==> config.mk <==
export PLATFORM = sky130hd
export DESIGN_NAME = bus_arbiter
export DESIGN_NICKNAME = d
export VERILOG_FILES = /design/src/rtl/bus_arbiter.sv
export SDC_FILE = /design/constraint.sdc
export NUM_CORES = 1
export LEC_CHECK = 0
export BUFFER_PORTS_ARGS = -buffer_cell sky130_fd_sc_hd__clkbuf_2
export CORE_MARGIN = 1.5
export CORE_UTILIZATION = 53
export CTS_CLUSTER_DIAMETER = 150
export CTS_CLUSTER_SIZE = 28
export DETAILED_ROUTE_END_ITERATION = 12
export HOLD_SLACK_MARGIN = 0.12
export PLACE_DENSITY = 0.76
export SLEW_MARGIN = 0
export SYNTH_ARGS = -nofsm -noshare
export SYNTH_HDL_FRONTEND = slang
export SYNTH_SLANG_ARGS = --single-unit
==> constraint.sdc <==
create_clock -name Clock -period 1.9 [get_ports Clock]
set_input_delay 0.38 -clock Clock [delete_from_list [all_inputs] [get_ports Clock]]
set_output_delay 0.38 -clock Clock [all_outputs]
set_load 0.005 [all_outputs]
==> src/rtl/bus_arbiter.sv <==
`default_nettype none
// ============================================================================
// Module   : bus_arbiter
// Purpose  : Round-robin arbiter for the 16-bit 4-input datapath bus mux.
//            Drives the registered mux Select and a one-hot Grant. Adds a
//            one-cycle turnaround between owners and a maximum hold time
//            so that a single requester cannot starve the others.
// Revision : 1.0 - initial release
// ============================================================================
module bus_arbiter #(
    parameter int MAX_HOLD = 8,   // 0 = unlimited hold
    parameter int HOLD_W   = 4    // 2**HOLD_W must exceed MAX_HOLD
) (
    input  logic       Clock,
    input  logic       Reset_n,
    input  logic [3:0] Req,
    output logic [3:0] Grant,
    output logic [1:0] Select,
    output logic       BusValid,
    output logic       Preempt
);

    typedef enum logic [1:0] {
        ST_IDLE  = 2'd0,
        ST_GRANT = 2'd1,
        ST_TURN  = 2'd2
    } state_t;

    localparam bit              C_PREEMPT_EN = (MAX_HOLD != 0);
    localparam logic [HOLD_W-1:0] C_HOLD_MAX = HOLD_W'(MAX_HOLD);
    // With unlimited hold the counter simply parks at all-ones.
    localparam logic [HOLD_W-1:0] C_HOLD_SAT = C_PREEMPT_EN ? C_HOLD_MAX : {HOLD_W{1'b1}};
    localparam logic [HOLD_W-1:0] C_HOLD_ONE = HOLD_W'(1);

    state_t              state_q, state_d;
    logic [3:0]          grant_q, grant_d;
    logic [1:0]          select_q, select_d;
    logic                preempt_q, preempt_d;
    logic [HOLD_W-1:0]   hold_q, hold_d;
    logic [1:0]          last_q, last_d;

    logic                win_found;
    logic [1:0]          win_idx;
    logic [1:0]          cand;
    logic [3:0]          other_req;

    // Round-robin scan: first requester found starting just after the last owner.
    always_comb begin
        win_found = 1'b0;
        win_idx   = 2'd0;
        cand      = 2'd0;
        for (int k = 1; k <= 4; k++) begin
            cand = last_q + 2'(k);
            if (!win_found && Req[cand]) begin
                win_found = 1'b1;
                win_idx   = cand;
            end
        end
    end

    // Anyone other than the current owner asking for the bus.
    assign other_req = Req & ~grant_q;

    // Next-state and registered-output computation for the arbiter FSM.
    always_comb begin
        state_d   = state_q;
        grant_d   = grant_q;
        select_d  = select_q;
        preempt_d = 1'b0;
        hold_d    = hold_q;
        last_d    = last_q;

        case (state_q)
            ST_IDLE, ST_TURN: begin
                if (win_found) begin
                    grant_d  = 4'b0001 << win_idx;
                    select_d = win_idx;
                    hold_d   = C_HOLD_ONE;
                    state_d  = ST_GRANT;
                end else begin
                    grant_d  = 4'b0000;
                    state_d  = ST_IDLE;
                end
            end
            ST_GRANT: begin
                if (!Req[select_q]) begin
                    // Owner let go voluntarily.
                    grant_d = 4'b0000;
                    last_d  = select_q;
                    state_d = ST_TURN;
                end else if (C_PREEMPT_EN && (hold_q == C_HOLD_MAX) && (|other_req)) begin
                    // Owner has used its full slot and someone else is waiting.
                    grant_d   = 4'b0000;
                    last_d    = select_q;
                    preempt_d = 1'b1;
                    state_d   = ST_TURN;
                end else if (hold_q != C_HOLD_SAT) begin
                    hold_d = hold_q + C_HOLD_ONE;
                end
            end
            default: begin
                grant_d = 4'b0000;
                state_d = ST_IDLE;
            end
        endcase
    end

    // State and output registers; reset clears Grant without waiting for a clock.
    always_ff @(posedge Clock or negedge Reset_n) begin
        if (!Reset_n) begin
            state_q   <= ST_IDLE;
            grant_q   <= 4'b0000;
            select_q  <= 2'd0;
            preempt_q <= 1'b0;
            hold_q    <= '0;
            last_q    <= 2'd3;
        end else begin
            state_q   <= state_d;
            grant_q   <= grant_d;
            select_q  <= select_d;
            preempt_q <= preempt_d;
            hold_q    <= hold_d;
            last_q    <= last_d;
        end
    end

    assign Grant    = grant_q;
    assign Select   = select_q;
    assign BusValid = |grant_q;
    assign Preempt  = preempt_q;

endmodule
`default_nettype wire

; Word level (Yosys, flattened, before mapping)
; Cells that the tools add are included.
[word_totals]
output_inout_bits = 8
wordCells = 79
regBits = 15
[classes]
n_bitwise = 2
magnitude_cmp = 5
n_shift = 1
addsub = 4
n_reduce_logical = 15
n_eq_ne = 10
muxes = 36
[ops]
columns = operator, n
row1 = 2-to-1 mux 4 bit, 7
row2 = 2-to-1 mux 2 bit, 8
row3 = one-hot mux 4 bit (2 select lines), 2
row4 = < comparator 2 x 3 -> 1 bit (second input constant), 5
row5 = 2-to-1 mux 1 bit, 13
row6 = binary-select mux 1 bit (select 2 bit), 5
row7 = != test 2 bit (second input constant), 4
row8 = OR reduction 4 bit, 2
row9 = AND reduction 5 bit, 1
row10 = adder 2 bit (second input constant), 2
row11 = adder 4 x 1 -> 4 bit (second input constant), 1
row12 = bitwise AND 4 bit, 1
row13 = == test 4 bit (second input constant), 1
row14 = logical AND 1 bit, 4
row15 = != test 4 bit (second input constant), 1
row16 = inverter 4 bit, 1
row17 = one-hot mux 2 bit (2 select lines), 1
row18 = AND reduction 2 bit, 2
row19 = << shifter 1 x 2 -> 4 bit (first input constant), 1
row20 = zero test 1 bit, 3
row21 = != test 3 bit (second input constant), 1
row22 = adder 2 x 1 -> 2 bit (second input constant), 1
row23 = == test 2 x 1 -> 1 bit (second input constant), 1
row24 = == test 2 bit (second input constant), 1
row25 = 4 further kinds, 4

; Longest topological paths before layout
[logic_depth]
depth_word = 16
mapped_depth = 6
depth_no_buf = 6

; Worst setup path before layout
; OpenSTA, ideal clock, no wires.
[synth_path]
path_type = register to register
startpoint = reg hold_q[0]
endpoint = reg last_q[0]
setup_ns = 0.082
period_less_slack_ns = 1.602
path_slack_ns = 0.298
stages_incl_launch_ff = 7
n_path_buf = 0
t_arrival_ns = 1.519
path_cell_list = dfrtp_1 -> inv_1 -> ha_1 -> nand3b_1 -> a41o_1 -> a21oi_4 -> mux2_4
[synth_between]
elab_chain_len = 4
[synth_rtl]
columns = element, line
row1 = from (decl), 39  ; logic [HOLD_W-1:0] hold_q, hold_d;
row2 = from (signal assigned), 122  ; hold_q <= hold_d;
row3 = == test 4 bit, 91  ; end else if (C_PREEMPT_EN && (hold_q == C_HOLD_MAX) && (|other_req)) begin
row4 = logical AND 1 bit, 91
row5 = != test 2 x 1 -> 1 bit (no source line), n/a
row6 = AND reduction 2 bit (no source line), n/a
row7 = to (signal assigned), 123  ; last_q <= last_d;
row8 = to (decl), 40  ; logic [1:0] last_q, last_d;
; Every way passes these cells.
; A chain may end at the register's enable or synchronous reset.

; Worst setup path in the final report
[layout_path]
startpoint = reg grant_q[0] (netlist: Grant[0])
endpoint = out BusValid
[layout_between]
elab_chain_len = 1
[layout_rtl]
columns = element, line
row1 = from (decl), 36  ; logic [3:0] grant_q, grant_d;
row2 = from (signal assigned), 119  ; grant_q <= grant_d;
row3 = OR reduction 4 bit, 129  ; assign BusValid = |grant_q;
row4 = to (decl), 19  ; output logic BusValid,
; Every way passes these cells.

==> results by group <==
Clock tree
  – H-tree depth: 1
  – Register clock-pin slew on the reported worst setup and hold paths: 0.08 ns
  – Root Driver: clkbuf_4
  – TritonCTS Buffers: 3
  – CTS max path bufs: 2
  – CTS tree: yes
  – Worst skew pair latency: 0.28 ns
  – Clock Sinks: 15

Global routing
  – Pin count of the biggest net entering global routing: 16
  – Global route total overflow: 0
  – First-pass GRT wire length: 3000 um
  – Tot GR Track Use: 21.8%
  – Initial antenna violation count: 0
  – Number of global-route vias before repair: 692

Floorplanning
  – Core area: 1510 um2
  – Initial core utilization: 57.1%
  – Die height: 43.3 um
  – Die X: 43.3 um
  – Row count: 14
  – # IOs: 14
  – Die area: 1870 um2

Yosys
  – Ys flop type: dfrtp_1
  – Synth Instances: 79
  – Synth cell types: 41
  – Netlist Area Pre-Place: 861 um2
  – Synth Area per Inst: 10.9 um2
  – Syn. warnings: 0
  – Synthesized flop and latch total: 15
  – Post-synthesis async set-or-reset flop share: 100%
  – EDFF count, synth: 0
  – Sequential area share after synthesis: 43.9%
  – Synthesized net count: 87

Placed design
  – Dpl cells: 110
  – Worst slack, placed: 0.155 ns
  – RePlAce Congestion: 0.791
  – Post-detail-place hpwl: 1360 um
  – Port buffer count: 13

STA
  – Setup violators final: 0
  – Setup ws final: 0.199 ns
  – Final setup TNS: 0 ns
  – Hold Vio Cnt, Final: 0
  – Final min period: 1.70 ns
  – Tcrit/Tclk final: 89.5%
  – WHS: 0.502 ns
  – Slew headroom: 73.8%
  – RSZ-0062 raised after global routing: no
  – Least-Margin Pin Slew: 0.390 ns
  – Pins Over Slew Limit: 0
  – Setup Skew: 0.00140 ns
  – Maximum clock rate: 0.588 GHz

Worst setup path
  – Worst Path Arrival: 1.32 ns
  – R2R Setup Slk: 0.21 ns
  – Worst Setup Start Kind: flop
  – FF-to-FF path depth: 6
  – Worst R2R Start: hold_q[0]$_DFFE_PN0P_
  – Worst Path Required: 1.52 ns
  – RR Endpoint: last_q[1]$_DFFE_PN1P_
  – Worst-path maximum fanout: 4
  – Critical Path End Type: primary output
  – WS Path Type: reg2out

Pwr
  – Power density over the cells: 1520 nW/um2
  – Internal Dissipation: 920 uW
  – Combinational share of power: 48.2%
  – Part of the power in the clock network: 11.8%
  – Sw Share: 39.4%
  – Register share of total power: 40.0%
  – Net Sw Power: 597 uW
  – Peak VDD IR: 0.826 mV
  – Lkg Pwr: 0.000471 uW

Hold path
  – Hold Path End: hold_q[3]$_DFFE_PN0P_
  – Hold Crit Start: hold_q[3]$_DFFE_PN0P_
  – Worst Hold Depth: 1
  – Hold WC Path Type: reg2reg

Routing
  – Pre-antenna DRT Iters: 4
  – Post-Route WL: 1800 um
  – Initial DRC count: 16
  – Antenna-violating nets left: 0
  – DR WL/cell: 15.6 um
  – DRC violations left: 0
  – Vias: 706
  – DR vias/cell: 6.14

Cells and area
  – Final net count: 108
  – Non-Filler Instances: 115
  – P&R area growth vs syn: 16.1%
  – Ant diodes: 0
  – Fraction of layout cells with a size suffix above 1: 29.3%

Outcome
  – Outcome: finished, final reports clean

Flow run
  – Max Cap Viol: 0
==> flip-flops by register name, indices dropped and copies added (netlist names) <==
| register | cells |
|---|---|
| Grant | 4 |
| hold_q | 4 |
| Select | 2 |
| state_q | 2 |
| last_q | 2 |
| Preempt | 1 |
==> power groups by stage <==
stage | clock [uW] | combinational [uW] | sequential, uW
6_report | 178 | 731 | 607
5_1_grt | 202 | 808 | 625
4_1_cts | 190 | 739 | 603
3_5_place_dp | 0 | 735 | 608
3_3_place_gp | 0 | 711 | 605
2_1_floorplan | 0 | 519 | 577
==> metrics by stage <==
stage	cell area [um2]	total power, uW	utilization, %
global placement	963	1320	64.0
floorplan	861	1100	-
CTS	1000	1530	66.4
global route	1000	1630	66.4
detailed placement	963	1340	64.0
finish	1000	1520	66.4
==> layout make-up <==
class	instances	area, um2
sequential	15	378
fill	131	507
inverter	2	7.51
clock buffer	4	26.3
timing repair buffer	17	97.6
tap	16	20.0
multi-input combinational	61	470
==> worst max-delay path by stage <==
stage / startpoint / endpoint / slack (ns)
finish: Grant[0]$_DFFE_PN0P_ / BusValid / 0.20
global route: Grant[0]$_DFFE_PN0P_ / BusValid / 0.12
CTS: Grant[0]$_DFFE_PN0P_ / BusValid / 0.18
detailed placement: Req[0] / last_q[1]$_DFFE_PN1P_ / 0.16
global placement: Req[3] / last_q[0]$_DFFE_PN1P_ / 0.19
floorplan: hold_q[0]$_DFFE_PN0P_ / last_q[0]$_DFFE_PN1P_ / 0.30
==> routing by layer <==
metal / track usage, % / up-vias / wire length [um]
met5: 0 / - / 0
met4: 12.7 / 0 / 30
met3: 5.11 / 4 / 72
met2: 31.9 / 21 / 858
met1: 29.2 / 337 / 833
li1: - / 344 / -
==> cell usage after synthesis, types with 2 or more instances <==
cell type / n / area (um2)
inv_1: 2 / 7.51
nand2_1: 4 / 15.0
mux2_4: 2 / 30.0
nor2_1: 2 / 7.51
nor2b_1: 2 / 12.5
o21ai_0: 2 / 10.0
o21ai_1: 2 / 10.0
dfrtp_1: 13 / 325
dfstp_2: 2 / 52.6
o2bb2ai_1: 2 / 17.5
ha_1: 2 / 25.0
a21oi_1: 2 / 10.0
a22o_1: 2 / 17.5
nand3_1: 5 / 25.0
nand2b_1: 8 / 50.1
and3_1: 2 / 12.5
==> cell families (layout without fill, tap and decap cells) <==
logic type	after synthesis	count (layout)	synth area share [%]
compound gates	23	23	21.5
fa+ha+maj	2	2	2.91
buf+inv	3	23	1.45
flops	15	15	43.9
mux	4	4	7.27
simple gates	32	32	23.0
==> worst max-delay path: stages (launching register included) <==
cell	delay, ns
dfrtp_1	0.41
or4_1	0.52
clkbuf_2	0.12
==> cell usage in the layout, fill, tap and decap left out, drive strengths merged, types with 2 or more instances in the layout <==
| cell | count |
|---|---|
| ha | 2 |
| mux2 | 2 |
| o2bb2ai | 2 |
| a21oi | 3 |
| nor2 | 2 |
| buf | 3 |
| a22o | 2 |
| nand2b | 8 |
| nor4 | 2 |
| nand2 | 5 |
| and3 | 2 |
| nor2b | 3 |
| nand3 | 5 |
| inv | 2 |
| clkbuf | 17 |
| o21ai | 4 |
| dfstp | 2 |
| dfrtp | 13 |
==> repair_timing <==
| action | 4_1_cts | 5_1_grt |
|---|---|---|
| hold buffers | 1 | 0 |
| setup buffers | 0 | 0 |
| gates resized for setup | 0 | 0 |
| endpoints found under the hold margin | 13 | 0 |
Power figures use the tool's default switching activity.
